**config.mk**
```make
export PLATFORM = sky130hd
export DESIGN_NAME = sm_polar_encoder
export DESIGN_NICKNAME = d
export VERILOG_FILES = /design/src/rtl/sm_polar_encoder_pkg.sv /design/src/rtl/sm_polar_encoder_butterfly_stage.sv /design/src/rtl/sm_polar_encoder.sv
export SDC_FILE = /design/constraint.sdc
export NUM_CORES = 1
export LEC_CHECK = 0
export ABC_CLOCK_PERIOD_IN_PS = 6050
export BUFFER_PORTS_ARGS = -buffer_cell sky130_fd_sc_hd__buf_2
export CAP_MARGIN = 20
export CORE_AREA = 2 2 56 58
export DETAILED_ROUTE_END_ITERATION = 16
export DIE_AREA = 0 0 58 60
export HOLD_SLACK_MARGIN = 0.12
export PLACE_DENSITY = 0.8
export SETUP_SLACK_MARGIN = 0.3
export SYNTH_ARGS = -nofsm -noshare
export SYNTH_HDL_FRONTEND = slang
export SYNTH_SLANG_ARGS = --single-unit
```
**constraint.sdc**
```tcl
create_clock -name clk -period 6.05 [get_ports clk]
set_clock_uncertainty 0.2 [all_clocks]
set_input_delay 0.3025 -clock clk [delete_from_list [all_inputs] [get_ports clk]]
set_output_delay 0.3025 -clock clk [all_outputs]
set_load 0.01 [all_outputs]
```
**src/rtl/sm_polar_encoder_pkg.sv**
```systemverilog
// Shared definitions for the SM polar encoder: FSM state encoding and default code parameters.
// The defaults describe the (8,4) test code with info bits at u3, u5, u6, u7.
package sm_polar_encoder_pkg;

    typedef enum logic [1:0] {
        ST_LOAD   = 2'd0,
        ST_ENCODE = 2'd1,
        ST_OUTPUT = 2'd2
    } state_t;

    localparam int         DEF_N           = 8;
    localparam int         DEF_LOG2N       = 3;
    localparam logic [7:0] DEF_FROZEN_MASK = 8'b00010111;
    localparam int         DEF_Q           = 8;
    localparam int         DEF_AMP         = 31;

endpackage

```
**src/rtl/sm_polar_encoder_butterfly_stage.sv**
```systemverilog
// One polar-transform stage: u[i] ^= u[i + 2^stage] for every i with bit 'stage' clear.
// Purely combinational; the caller registers the result once per stage.
module sm_polar_encoder_butterfly_stage #(
    parameter int N     = 8,
    parameter int LOG2N = 3
) (
    input  logic [N-1:0]     din,
    input  logic [LOG2N-1:0] stage,
    output logic [N-1:0]     dout
);

    always_comb begin
        dout = din;
        for (int s = 0; s < LOG2N; s++) begin
            if (stage == LOG2N'(s)) begin
                for (int i = 0; i < N; i++) begin
                    // i | 2^s equals i + 2^s exactly when bit s of i is clear, and stays in range.
                    if (((i >> s) & 1) == 0) begin
                        dout[i] = din[i] ^ din[i | (1 << s)];
                    end
                end
            end
        end
    end

endmodule

```
**src/rtl/sm_polar_encoder.sv**
```systemverilog
// Frame-based polar encoder: loads K info bits (zeros at frozen slots), runs LOG2N butterfly
// stages, then streams x[0..N-1] as hard bit plus sign-magnitude symbol; valid/ready on both sides.
module sm_polar_encoder
    import sm_polar_encoder_pkg::*;
#(
    parameter int             N           = DEF_N,
    parameter int             LOG2N       = DEF_LOG2N,
    parameter logic [N-1:0]   FROZEN_MASK = N'(DEF_FROZEN_MASK),
    parameter int             Q           = DEF_Q,
    parameter logic [Q-2:0]   AMP         = (Q-1)'(DEF_AMP)
) (
    input  logic         clk,
    input  logic         rst_n,
    input  logic         in_bit,
    input  logic         in_valid,
    output logic         in_ready,
    output logic         out_bit,
    output logic         out_sign,
    output logic [Q-2:0] out_val,
    output logic         out_valid,
    input  logic         out_ready,
    output logic         out_last,
    output logic         busy
);

    localparam logic [LOG2N-1:0] IDX_LAST   = LOG2N'(N - 1);
    localparam logic [LOG2N-1:0] STAGE_LAST = LOG2N'(LOG2N - 1);

    state_t           state;
    state_t           state_nxt;
    logic [LOG2N-1:0] idx;
    logic [LOG2N-1:0] stage;
    logic [N-1:0]     u;
    logic [N-1:0]     u_bfly;

    logic slot_frozen;
    logic idx_last;
    logic stage_last;
    logic load_adv;

    assign slot_frozen = FROZEN_MASK[idx];
    assign idx_last    = (idx == IDX_LAST);
    assign stage_last  = (stage == STAGE_LAST);
    // Frozen slots advance on their own; info slots wait for upstream data.
    assign load_adv    = (state == ST_LOAD) && (slot_frozen || in_valid);

    sm_polar_encoder_butterfly_stage #(
        .N     (N),
        .LOG2N (LOG2N)
    ) u_stage (
        .din   (u),
        .stage (stage),
        .dout  (u_bfly)
    );

    always_ff @(posedge clk or negedge rst_n) begin
        if (!rst_n) begin
            state <= ST_LOAD;
        end else begin
            state <= state_nxt;
        end
    end

    always_comb begin
        state_nxt = state;
        case (state)
            ST_LOAD: begin
                if (load_adv && idx_last) begin
                    state_nxt = ST_ENCODE;
                end
            end
            ST_ENCODE: begin
                if (stage_last) begin
                    state_nxt = ST_OUTPUT;
                end
            end
            ST_OUTPUT: begin
                if (out_ready && idx_last) begin
                    state_nxt = ST_LOAD;
                end
            end
            default: state_nxt = ST_LOAD;
        endcase
    end

    always_comb begin
        in_ready  = 1'b0;
        out_valid = 1'b0;
        out_bit   = 1'b0;
        out_sign  = 1'b0;
        out_val   = '0;
        out_last  = 1'b0;
        busy      = 1'b0;
        case (state)
            ST_LOAD: begin
                in_ready = !slot_frozen;
            end
            ST_ENCODE: begin
                busy = 1'b1;
            end
            ST_OUTPUT: begin
                busy      = 1'b1;
                out_valid = 1'b1;
                out_bit   = u[idx];
                out_sign  = u[idx];
                out_val   = AMP;
                out_last  = idx_last;
            end
            default: ;
        endcase
    end

    always_ff @(posedge clk or negedge rst_n) begin
        if (!rst_n) begin
            idx   <= '0;
            stage <= '0;
            u     <= '0;
        end else begin
            case (state)
                ST_LOAD: begin
                    stage <= '0;
                    if (load_adv) begin
                        u[idx] <= !slot_frozen && in_bit;
                        idx    <= idx_last ? '0 : idx + 1'b1;
                    end
                end
                ST_ENCODE: begin
                    u     <= u_bfly;
                    stage <= stage + 1'b1;
                    idx   <= '0;
                end
                ST_OUTPUT: begin
                    if (out_ready) begin
                        idx <= idx_last ? '0 : idx + 1'b1;
                    end
                end
                default: begin
                    idx   <= '0;
                    stage <= '0;
                end
            endcase
        end
    end

endmodule

```
# After elaboration in Yosys (flattened, before gate mapping)
# Memories as Yosys holds them, arrays and structs flattened.
# Index checks and enable logic that the tools add are counted.
# Widths: inputs -> output; s select.
classes:
  order_cmp: 2
  mux: 30
  n_reduce_logical: 21
  add_sub_neg: 2
  eq_ne: 16
  bitwise: 13
ops:
  columns: ["op", "n"]
  rows:
  - ["$reduce_and 3->1", 9]
  - ["$pmux 8 s2", 1]
  - ["$mux 1", 12]
  - ["$pmux 3 s2", 2]
  - ["$xor 1x1->1", 12]
  - ["$mux 2", 5]
  - ["$mux 3", 3]
  - ["$bwmux 8", 1]
  - ["$mux 8", 1]
  - ["$ne 2x2->1 const B", 4]
  - ["$add 3x1->3 const B", 2]
  - ["$ne 2x1->1 const B", 3]
  - ["$ne 3x2->1 const B", 2]
  - ["$pmux 2 s3", 1]
  - ["$logic_and 1x1->1", 5]
  - ["$mux 5", 1]
  - ["$lt 3x4->1 const B", 1]
  - ["$mux 4", 1]
  - ["$ne 4x2->1 const B", 1]
  - ["$bmux 1 s3", 1]
  - ["$demux 1 s3", 1]
  - ["$eq 3x1->1 const B", 1]
  - ["$eq 3x2->1 const B", 1]
  - ["$eq 3x3->1 const B", 1]
  - ["12 further kinds", 12]
totals:
  n_memories: 1
  romBits: 8
  regBits: 16
  input_bits: 5
  elab_cells: 96
  out_inout_bits: 13
memory_table:
  columns: ["memory", "depth", "width", "rd", "rd_ports_with_merged_regs", "wr", "line_no", "source"]
  rows:
  - ["(no name shown)", 8, 1, 1, 0, 0, "sm_polar_encoder.sv:41", "assign slot_frozen = FROZEN_MASK[idx];"]

# Logic depth before layout (Yosys ltp)
depth:
  word_depth: 7
  ltp_mapped: 9
  mapped_depth_nobuf: 7

# Modules after synthesis
# A second synthesis with hierarchy kept.
hier_totals:
  cells_unflattened: 172
  area_unflattened_um2: 1478.9
modules_own_cells:
  columns: ["module", "cells_per_inst", "area_each_um2", "instances", "seq_area_each_um2"]
  rows:
  - ["sm_polar_encoder", 139, 1257.5, 1, 400.4]
  - ["sm_polar_encoder_butterfly_stage", 33, 221.5, 1, 0.0]

# Worst setup path after synthesis
# Ideal clock, no wire load.
synth_timing:
  path_kind: "register to register"
  startpoint: "register idx[0]"
  endpoint: "register u[3]"
  setup_time_ns: 0.126
  stages_incl_launch_ff: 10
  t_required_ns: 5.724
  n_path_buf: 2
  setup_slack_ns: 3.977
  t_arrival_ns: 1.747
  cell_sequence: "dfrtp_1 clkbuf_1 inv_1 ha_1 nand2_1 a31oi_2 buf_4 and4bb_2 o21ai_0 nand3_1"
synth_between:
  elab_chain_len: 7
  word_cells_on_any_way: 16
  classes_between: "order compare (2); eq/ne (1); mux (6); reduce/logical (6); memory (1)"
synth_lines:
  columns: ["element", "line_no", "source"]
  rows:
  - ["from (decl)", "sm_polar_encoder.sv:31", "logic [LOG2N-1:0] idx;"]
  - ["from (signal assigned)", "sm_polar_encoder.sv:124", "idx <= idx_last ? '0 : idx + 1'b1;"]
  - ["from (signal assigned)", "sm_polar_encoder.sv:134", "idx <= idx_last ? '0 : idx + 1'b1;"]
  - ["$lt 3x4->1 (implied by the code) (tied with other cells)", "sm_polar_encoder.sv:123", "u[idx] <= !slot_frozen && in_bit;"]
  - ["$logic_and 1x1->1 / $mux 1 (equally long branches)", "sm_polar_encoder.sv:123, sm_polar_encoder.sv:41", null]
  - ["$mux 1 (implied by the code) / $logic_not 1->1 (equally long branches)", "sm_polar_encoder.sv:123", null]
  - ["$demux 1 s3 / $logic_and 1x1->1 (equally long branches)", "sm_polar_encoder.sv:123", null]
  - ["$bwmux 8", "sm_polar_encoder.sv:123", null]
  - ["$mux 8", "sm_polar_encoder.sv:122", "if (load_adv) begin"]
  - ["$pmux 8 s2", "sm_polar_encoder.sv:119", "case (state)"]
  - ["to (signal, indexed assignment)", "sm_polar_encoder.sv:123", null]
  - ["to (signal assigned)", "sm_polar_encoder.sv:128", "u <= u_bfly;"]
  - ["to (decl)", "sm_polar_encoder.sv:33", "logic [N-1:0] u;"]
# Several ways; a longest one is shown, not always the timed one. The select of a mux whose other input is x is not followed.
# A chain may end at the register's enable or synchronous reset.

# Worst setup path in the final report
layout_timing:
  startpoint: "register state[1]"
  endpoint: "register u[0]"
layout_between:
  elab_chain_len: 4
  word_cells_on_any_way: 8
  classes_between: "eq/ne (3); mux (1); reduce/logical (4)"
layout_lines:
  columns: ["element", "line_no", "source"]
  rows:
  - ["from (decl)", "sm_polar_encoder.sv:29", "state_t state;"]
  - ["from (signal assigned)", "sm_polar_encoder.sv:60", "state <= state_nxt;"]
  - ["$logic_not 2->1", "sm_polar_encoder.sv:45, sm_polar_encoder.sv:119", null]
  - ["$logic_and 1x1->1", "sm_polar_encoder.sv:45", "assign load_adv = (state == ST_LOAD) && (slot_frozen || in_valid);"]
  - ["$ne 2x2->1 (no source line)", null, null]
  - ["$reduce_and 3->1 (no source line)", null, null]
# Several ways; a longest one is shown, not always the timed one. The select of a mux whose other input is x is not followed.

==> run metrics <==
Root Buffer Master sky130_fd_sc_hd__clkbuf_4; final setup violating endpoints 0; critical path's slowest cell sky130_fd_sc_hd__ha_1; portion of synthesized cell area occupied by the leading cell type 28.12%; library cell with the largest summed area after synthesis sky130_fd_sc_hd__dfrtp_1; actual slew at the worst max-slew pin 0.6320 ns; I/O pin total 18; number of hold buffers added after CTS 2; post-synthesis to final-layout area growth 3.954%; clock buffers created by TritonCTS 3; data required time of the critical path 6.08 ns; average cell area after synthesis 8.183 um^2; share of flip-flops with an asynchronous set or reset after synthesis 100.0%; Yosys Warn Count 0; DRT antenna net count 0; endpoint kind of the worst setup timing path register; Syn Inst Count 174; final hold viol count 0; maximum achievable frequency 383.6 MHz; delay contributed by the slowest stage of the critical path 0.56 ns; number of placement rows 20; net count reported at finish 196; via count of the first global-routing pass 1200; post-detailed-routing wire length 3.095 mm; pre-CTS WS 3.518 ns; EDFF count, synth 0; worst reg-to-reg setup slack 3.44 ns; GPL Wtd Cong 0.9026; number of cells in the design after placement 207; endpoint of the worst setup timing path u[0]; source-to-sink clock delay at the later pin of the worst-skew pair 0.29 ns; Max rail drop VDD 379.7 uV; placeable core area 0.002903 mm^2; max-slew violations 0; post-layout worst setup margin 3.443 ns; outcome finished, final reports clean; Worst Reg-to-Reg Cells 7; crit path cell chain inv_1, ha_1, inv_1, nor3_1, o21ai_1, or4_1, nand4_1; Chip Width 58 um; routed length per instance 14.60 um; Critical R2R Capture u[0]; crit share post-route 43.08%; share of post-route cells with drive strength above 1 12.29%; Vert. Die Dim 60 um; startpoint type of the worst setup path register; summed area of non-filler cells in the final layout 0.001480 mm^2; Core Util, Final 50.99%; Synth Register Bits 16; classification of the worst-slack hold path in2reg; Filler Cell Count 285; Starting DRT DRC Count 29; DRC violations left 0; WP data arrival 2.64 ns; Max H-tree Level 1; count of buffers from port buffering 15; Post-CTS Setup Inserts 0; area of the mapped netlist 0.001424 mm^2; clock slew at the register clock pins of the worst setup and hold paths 0.10 ns; initial antenna violation count 0; synth unique cells 44; area of placed instances 0.001438 mm^2; most used cell along the critical path sky130_fd_sc_hd__inv_1; dominant register cell in the synthesized netlist sky130_fd_sc_hd__dfrtp_1; min cycle time layout 2.607 ns; number of antenna diodes 0; Critical Path Start state[1]; GRT Total Usage 20.14%; final standard cell count with taps included and fillers excluded 212; first-pass iteration count of the detailed router 5; PwrDens 507.2 mW/mm^2; unrepaired setup endpoints after global routing false; worst slew margin relative to its limit 57.87%; PnR Total Power 0.7508 mW; reported leakage power 0.6769 nW; clock sink count 16; Sum Neg Setup Slack 0 ns; total overflow reported by the global router 0; TritonCTS clock tree built; die footprint 0.003480 mm^2; start of the worst register-to-register path state[1]; max-cap viol count 0; sequential fraction of the synthesis area 28.12%; Clock Path Buffers 2; detailed-placement wirelength estimate 2.266 mm; first-pass GRT wire length 5.402 mm; post-cts gate resize count 0; largest net degree at the start of global routing 19; total number of vias 1277; starting utilization of the core area 49.05%; cell types with the largest area share after synthesis sky130_fd_sc_hd__dfrtp_1, sky130_fd_sc_hd__ha_1, sky130_fd_sc_hd__mux2i_1; type of the worst setup path reg2reg; hold slack final 0.2172 ns; CP Max Fanout 18; via-per-instance ratio 6.024
[layout by cell type (no fill, tap or decap), types with 3 or more instances in the layout]
| master | synthesis | final |
|---|---|---|
| sky130_fd_sc_hd__a211o_1 | 3 | 3 |
| sky130_fd_sc_hd__ha_1 | 10 | 10 |
| sky130_fd_sc_hd__nand3_1 | 9 | 9 |
| sky130_fd_sc_hd__nor3_1 | 7 | 7 |
| sky130_fd_sc_hd__o31ai_1 | 3 | 3 |
| sky130_fd_sc_hd__nand2b_1 | 5 | 5 |
| sky130_fd_sc_hd__nand2_1 | 18 | 18 |
| sky130_fd_sc_hd__clkbuf_4 | 0 | 3 |
| sky130_fd_sc_hd__mux2i_1 | 8 | 8 |
| sky130_fd_sc_hd__o21bai_1 | 3 | 3 |
| sky130_fd_sc_hd__inv_1 | 8 | 8 |
| sky130_fd_sc_hd__nor2b_1 | 6 | 6 |
| sky130_fd_sc_hd__dfrtp_1 | 16 | 16 |
| sky130_fd_sc_hd__a21oi_1 | 3 | 3 |
| sky130_fd_sc_hd__buf_2 | 4 | 15 |
| sky130_fd_sc_hd__and3_1 | 3 | 3 |
| sky130_fd_sc_hd__o21ai_0 | 10 | 10 |
| sky130_fd_sc_hd__a22o_1 | 5 | 5 |
| sky130_fd_sc_hd__nor2_1 | 12 | 12 |
[cell type report]
cell class / count / area, um^2 / area share (%)
well taps: 33 / 41.29 / 2.790
multi-input cells: 135 / 890.9 / 60.19
clock buffers: 3 / 22.52 / 1.522
flip-flops and latches: 16 / 400.4 / 27.05
inverters: 8 / 30.03 / 2.029
repair buffers: 17 / 95.09 / 6.424
[logic make-up (layout without fill, tap and decap cells)]
| kind of cell | after synthesis | after routing | share of synthesized area (%) |
|---|---|---|---|
| other cells | 1 | 2 | 0.2634 |
| mux | 8 | 8 | 5.624 |
| buf+inv | 24 | 28 | 9.578 |
| fa+ha+maj | 10 | 10 | 8.787 |
| flops | 16 | 16 | 28.12 |
| compound gates | 40 | 40 | 19.86 |
| xor+xnor | 1 | 1 | 0.6152 |
| simple gates | 74 | 74 | 27.15 |
[cell usage after synthesis, types with 2 or more instances]
library cell               instances
sky130_fd_sc_hd__o21ai_0          10
sky130_fd_sc_hd__nand2b_1          5
sky130_fd_sc_hd__o31ai_1           3
sky130_fd_sc_hd__nand2_1          18
sky130_fd_sc_hd__ha_1             10
sky130_fd_sc_hd__o22ai_1           2
sky130_fd_sc_hd__nand4_1           2
sky130_fd_sc_hd__nand3_1           9
sky130_fd_sc_hd__dfrtp_1          16
sky130_fd_sc_hd__nor2_1           12
sky130_fd_sc_hd__nor2b_1           6
sky130_fd_sc_hd__and2_1            2
sky130_fd_sc_hd__nor3_1            7
sky130_fd_sc_hd__a21oi_1           3
sky130_fd_sc_hd__a22o_1            5
sky130_fd_sc_hd__buf_2             4
sky130_fd_sc_hd__a211o_1           3
sky130_fd_sc_hd__and3_1            3
sky130_fd_sc_hd__nor4_1            2
sky130_fd_sc_hd__a211oi_1          2
sky130_fd_sc_hd__inv_1             8
sky130_fd_sc_hd__nand3b_1          2
sky130_fd_sc_hd__mux2i_1           8
sky130_fd_sc_hd__buf_4             9
sky130_fd_sc_hd__clkbuf_1          2
sky130_fd_sc_hd__o21bai_1          3
[worst max-delay path: cells and delay by family (launching register included)]
kind                       cells  cell delay (ns)
DFF                            1             0.40
buffers and inverters          2             0.45
and+or+nand+nor                3             0.84
adders and majority gates      1             0.56
AOI/OAI and AO/OA              1             0.09
[worst min-delay path by stage]
stage | from | end | slack, ns | cells past startpoint
after detailed placement | rst_n | stage[2] | 0.05 | 1
after global routing | out_ready | idx[1] | 0.24 | 3
after CTS | out_ready | idx[1] | 0.21 | 3
after global placement | rst_n | stage[2] | 0.05 | 1
final | out_ready | idx[1] | 0.22 | 3
after floorplan | rst_n | idx[0] | -0.19 | 0
[state kept, by name, indices dropped and copies added, names as in the netlist]
register	cells
stage	3
state	2
u	8
idx	3
[report_power, final]
group	switching [mW]	total [mW]	internal, mW
clock	0.0363	0.0595	0.0232
sequential	0.0707	0.220	0.150
combinational	0.271	0.471	0.200
total	0.378	0.751	0.373
[metal layers]
metal | track usage (%) | wire [um]
met2 | 32.14 | 1414
met3 | 1.948 | 163
met4 | 7.641 | 38
met5 | 0 | 0
met1 | 28.21 | 1478
(Power assumes the default switching activity.)
